`src/rtl/mult8_seq_pkg.sv`:
```
// Shared constants for the sequential shift-and-add multiplier: state
// encodings and the default operand width.
package mult8_seq_pkg;

    localparam int DEFAULT_WIDTH = 8;

    localparam logic [1:0] ST_IDLE = 2'd0;
    localparam logic [1:0] ST_RUN  = 2'd1;
    localparam logic [1:0] ST_DONE = 2'd2;

endpackage

```
`src/rtl/mult8_seq_ripple.sv`:
```
// WIDTH-bit ripple-carry adder used for the partial-product accumulation
// step of the multiplier.
module mult8_seq_ripple #(
    parameter int WIDTH = 8
) (
    input  logic [WIDTH-1:0] a,
    input  logic [WIDTH-1:0] b,
    input  logic             cin,
    output logic [WIDTH-1:0] sum,
    output logic             cout
);

    logic [WIDTH:0] carry;

    // NOTE: every output of a combinational block gets a value on every path,
    // otherwise synthesis infers a latch to hold the old value.
    always_comb begin
        sum      = '0;
        carry    = '0;
        carry[0] = cin;
        for (int i = 0; i < WIDTH; i++) begin
            sum[i]     = a[i] ^ b[i] ^ carry[i];
            carry[i+1] = (a[i] & b[i]) | (carry[i] & (a[i] ^ b[i]));
        end
    end

    assign cout = carry[WIDTH];

endmodule

```
`src/rtl/mult8_seq.sv`:
```
// Sequential unsigned shift-and-add multiplier: one partial product per clock,
// registered 2*WIDTH-bit product held stable between done pulses.
module mult8_seq
    import mult8_seq_pkg::*;
#(
    parameter int WIDTH = DEFAULT_WIDTH
) (
    input  logic               clock,
    input  logic               reset_n,
    input  logic               start,
    input  logic [WIDTH-1:0]   a,
    input  logic [WIDTH-1:0]   b,
    output logic               busy,
    output logic               done,
    output logic [2*WIDTH-1:0] product
);

    localparam int CW = $clog2(WIDTH) + 1;

    logic [1:0]       state;
    logic [WIDTH-1:0] acc;
    logic [WIDTH-1:0] mq;
    logic [WIDTH-1:0] mcand;
    logic [CW-1:0]    count;

    logic [WIDTH-1:0] addend;
    logic [WIDTH-1:0] sum;
    logic             carry;
    logic [WIDTH-1:0] acc_next;
    logic [WIDTH-1:0] mq_next;

    assign addend = mq[0] ? mcand : '0;

    mult8_seq_ripple #(.WIDTH(WIDTH)) u_ripple (
        .a    (acc),
        .b    (addend),
        .cin  (1'b0),
        .sum  (sum),
        .cout (carry)
    );

    // The carry becomes the new acc MSB; the sum LSB shifts into mq.
    always_comb begin
        acc_next = {carry, sum[WIDTH-1:1]};
        mq_next  = {sum[0], mq[WIDTH-1:1]};
    end

    // NOTE: sequential state uses non-blocking assignments so every register
    // samples the pre-edge values regardless of statement order.
    always_ff @(posedge clock or negedge reset_n) begin
        if (!reset_n) begin
            state   <= ST_IDLE;
            acc     <= '0;
            mq      <= '0;
            mcand   <= '0;
            count   <= '0;
            product <= '0;
        end else begin
            case (state)
                ST_IDLE, ST_DONE: begin
                    if (start) begin
                        mcand <= a;
                        mq    <= b;
                        acc   <= '0;
                        count <= '0;
                        state <= ST_RUN;
                    end else begin
                        state <= ST_IDLE;
                    end
                end
                ST_RUN: begin
                    acc   <= acc_next;
                    mq    <= mq_next;
                    count <= count + CW'(1);
                    if (count == CW'(WIDTH - 1)) begin
                        product <= {acc_next, mq_next};
                        state   <= ST_DONE;
                    end
                end
                default: state <= ST_IDLE;
            endcase
        end
    end

    assign busy = (state == ST_RUN);
    assign done = (state == ST_DONE);

endmodule
```
`config.mk`:
```
export PLATFORM = sky130hd
export DESIGN_NAME = mult8_seq
export DESIGN_NICKNAME = d
export VERILOG_FILES = /design/src/rtl/mult8_seq_pkg.sv /design/src/rtl/mult8_seq_ripple.sv /design/src/rtl/mult8_seq.sv
export SDC_FILE = /design/constraint.sdc
export NUM_CORES = 1
export LEC_CHECK = 0
export ABC_CLOCK_PERIOD_IN_PS = 6700
export BUFFER_PORTS_ARGS = -buffer_cell sky130_fd_sc_hd__buf_4
export CORE_MARGIN = 2
export CORE_UTILIZATION = 30
export CTS_BUF_LIST = sky130_fd_sc_hd__clkbuf_16
export DETAILED_ROUTE_END_ITERATION = 10
export GPL_TIMING_DRIVEN = 0
export HOLD_SLACK_MARGIN = 0.12
export PLACE_DENSITY = 0.56
export SLEW_MARGIN = 20
export SYNTH_ARGS = -nofsm -noshare
export SYNTH_HDL_FRONTEND = slang
export SYNTH_SLANG_ARGS = --single-unit
```
`constraint.sdc`:
```
create_clock -name clock -period 6.7 [get_ports clock]
set_input_delay 1.005 -clock clock [delete_from_list [all_inputs] [get_ports clock]]
set_output_delay 1.005 -clock clock [all_outputs]
set_load 0.05 [all_outputs]
```
==> reports/qor.yml <==
status: "complete, no violations"
synth_warnings: 0
num_antenna_cells: 0
critPathArrivalTime_ns: 3.82
dp_hpwl_microns: 2870
post-route-min-period_ns: 3.67
critPathMaxStageDelay_ns: 0.52
synth_top_family_by_area: "simple AND/OR/NAND/NOR gates"
die_area_sq_um: 7550
cts-resized-gates: 0
hold_buffers: 0
grt_start_max_net_pins: 47
grt_pass1_vias: 1393
ios: 37
cts.sinks: 46
drt_wl_total_microns: 4150
clockBufferDepth: 2
worstMarginPinSlew_ns: 0.593
syn-num-nets: 203
netlist_area_sq_um: 2060
final_util: 0.383
rsz0062_at_grt: "false"
worst_setup_path_end_kind: "register"
synth_fa_ha_area_frac: 0.0801
critPathLaunchType: "register"
hp-class: "reg -> reg"
post-cts-setup-buffers: 0
synth_xor_area_frac: 0
synth.largest_area_cell: "dfrtp_1"
vias: 1378
p_per_area_nw_per_um2: 535
cts_buffers: 5
critical_path.top_delay_family: "adder cells"
wl_per_cell_microns: 13.9
path_class: "reg -> reg"
die-height_microns: 86.9
synthCells: 175
synth.area.top_cells: "dfrtp_1 56%, nand2_1 7.5%, fa_1 6.8%"
drive_gt1_frac: 0.274
crit_top_cell: "fa_1"
vdd_drop_max_uv: 184
die_x_microns: 86.9
finalSetupTns_ns: 0
grt_pass1_wl_microns: 6840
p_total_mw: 1.38
coreArea_sq_um: 6720
critPathMaxFanout: 9
max_freq_mhz: 273
initial_core_util: 0.307
ys_types: 25
pre_cts_ws_ns: 3.00
finalSetupViolations: 0
synth_top_area_frac: 0.558
yosysSeqAreaShare: 0.558
drt_iter0_markers: 62
synthMuxAreaShare: 0.104
numPortBuffers: 36
antenna_found_initial: 0
area_delta_synth_final_pct: 24.8
syn_area_per_cell_sq_um: 11.8
cap_viol_max_count: 0
placementRows: 30
skew_ns: 0.00658
drc: 0
grt_overflow: 0
htreeDepth: 2
fin_nets: 246
clk_pin_slew_ns: 0.06
cts_tree: "yes"
worst-endpoint-required_ns: 6.85
viasPerCell: 4.61
ys_ff_latch: 46
grt_usage: 0.119
finalMaxSlewViolations: 0
fin_ws_ns: 3.03
p_leak_nw: 1.20
cts-root-buf: "clkbuf_16"
yosys.area_share.simple: 0.132
period_share: 0.547
slew_headroom: 0.605
worstPathCellList: "clkbuf_1, and2_1, ha_1, fa_1, fa_1, inv_1, fa_1, fa_1, fa_1, fa_1, fa_1, o2bb2ai_1"
worstSkewPairLatency_ns: 0.29
hold_viol: 0
synth_compound_area_frac: 0.0722
critPathBufInv: 2
first_pass_iters: 4
cp_slowest_cell: "fa_1"
antenna_left: 0
gp_congestion: 0.746
cells in the final DEF (no fill, tap or decap), drive strengths merged:
master and instances:
nand3 9, fa 7, a22o 3, buf 40, nand2 41, dfrtp 46
and2 3, o2bb2ai 6, nand2b 2, clkbuf 10, o21ai 2, clkinvlp 1
a22oi 8, inv 12, clkinv 3, mux2i 8, ha 2, nor3 1
nand4 1, nor2 1, mux2 11, and2b 1, nor2b 1
report_power, final:
part | internal, mW | switching (mW)
Combinational | 0.251 | 0.406
Sequential | 0.407 | 0.0762
Clock | 0.136 | 0.101
per-layer routing:
| layer | global-route usage | vias to the layer above | wire length (microns) |
|---|---|---|---|
| met5 | 0 | - | 0 |
| met4 | 0.0511 | 0 | 86 |
| met3 | 0.0303 | 6 | 186 |
| met2 | 0.170 | 28 | 1890 |
| met1 | 0.172 | 674 | 1980 |
| li1 | - | 670 | - |
per-stage QoR:
step | cells | hold slack [ns] | instance area (sq um)
2_1_floorplan | 175 | 0.437 | 2060
3_3_place_gp | 291 | 0.453 | 2430
3_5_place_dp | 291 | 0.463 | 2430
4_1_cts | 299 | 0.480 | 2570
5_1_grt | 299 | 0.507 | 2570
6_report | 299 | 0.475 | 2570
cells in the mapped netlist:
library cell,n
buf_12,1
o21ai_0,2
mux2_2,8
nand2_1,41
o2bb2ai_1,6
nor3_4,1
mux2i_1,8
mux2_4,3
ha_1,2
dfrtp_1,46
nor2_2,1
and2_1,3
a22o_1,3
buf_2,2
fa_1,7
clkbuf_1,5
a22oi_1,8
inv_1,12
nand3_1,9
nand4_1,1
buf_6,1
and2b_1,1
nor2b_1,1
nand2b_1,2
clkinv_1,1
kinds of logic (layout without fill, tap and decap cells):
group	after synthesis	after routing
mux	19	19
simple gates	60	60
buf+inv	22	66
fa+ha+maj	9	9
compound gates	19	19
flops	46	46
tightest hold or removal path, cell delays in order, from the launching register on:
cell and delay, ns:
dfrtp_1 0.34, nand2_1 0.05, nand2_1 0.05
registers in the layout, indices dropped and copies added (netlist names):
register and flops:
acc 8, product 16, mq 8, mcand 8
state 2, count 4
final timing paths:
check                                     endpoint  depth (start not counted)  slack, ns                 start
max                             acc[6]$_DFFE_PN0P_                         12       3.03     mq[0]$_DFFE_PN0P_
min                           mcand[5]$_DFFE_PN0P_                          2       0.48  mcand[5]$_DFFE_PN0P_
max reg2reg                     acc[6]$_DFFE_PN0P_                         12       3.03     mq[0]$_DFFE_PN0P_
min reg2reg                   mcand[5]$_DFFE_PN0P_                          2       0.48  mcand[5]$_DFFE_PN0P_
max in group asynchronous  product[12]$_DFFE_PN0P_                          1       5.57               reset_n
min in group asynchronous        mq[3]$_DFFE_PN0P_                          1       0.73               reset_n
layout make-up:
cell class	instances	area, sq um
multi-input combinational	107	802
buffer	9	60.1
clock inverter	3	16.3
timing repair buffer	36	270
clock buffer	5	125
inverter	13	48.8
fill	667	4150
tap	80	100
sequential	46	1150
Note: power is estimated with default switching activity, not from simulation.
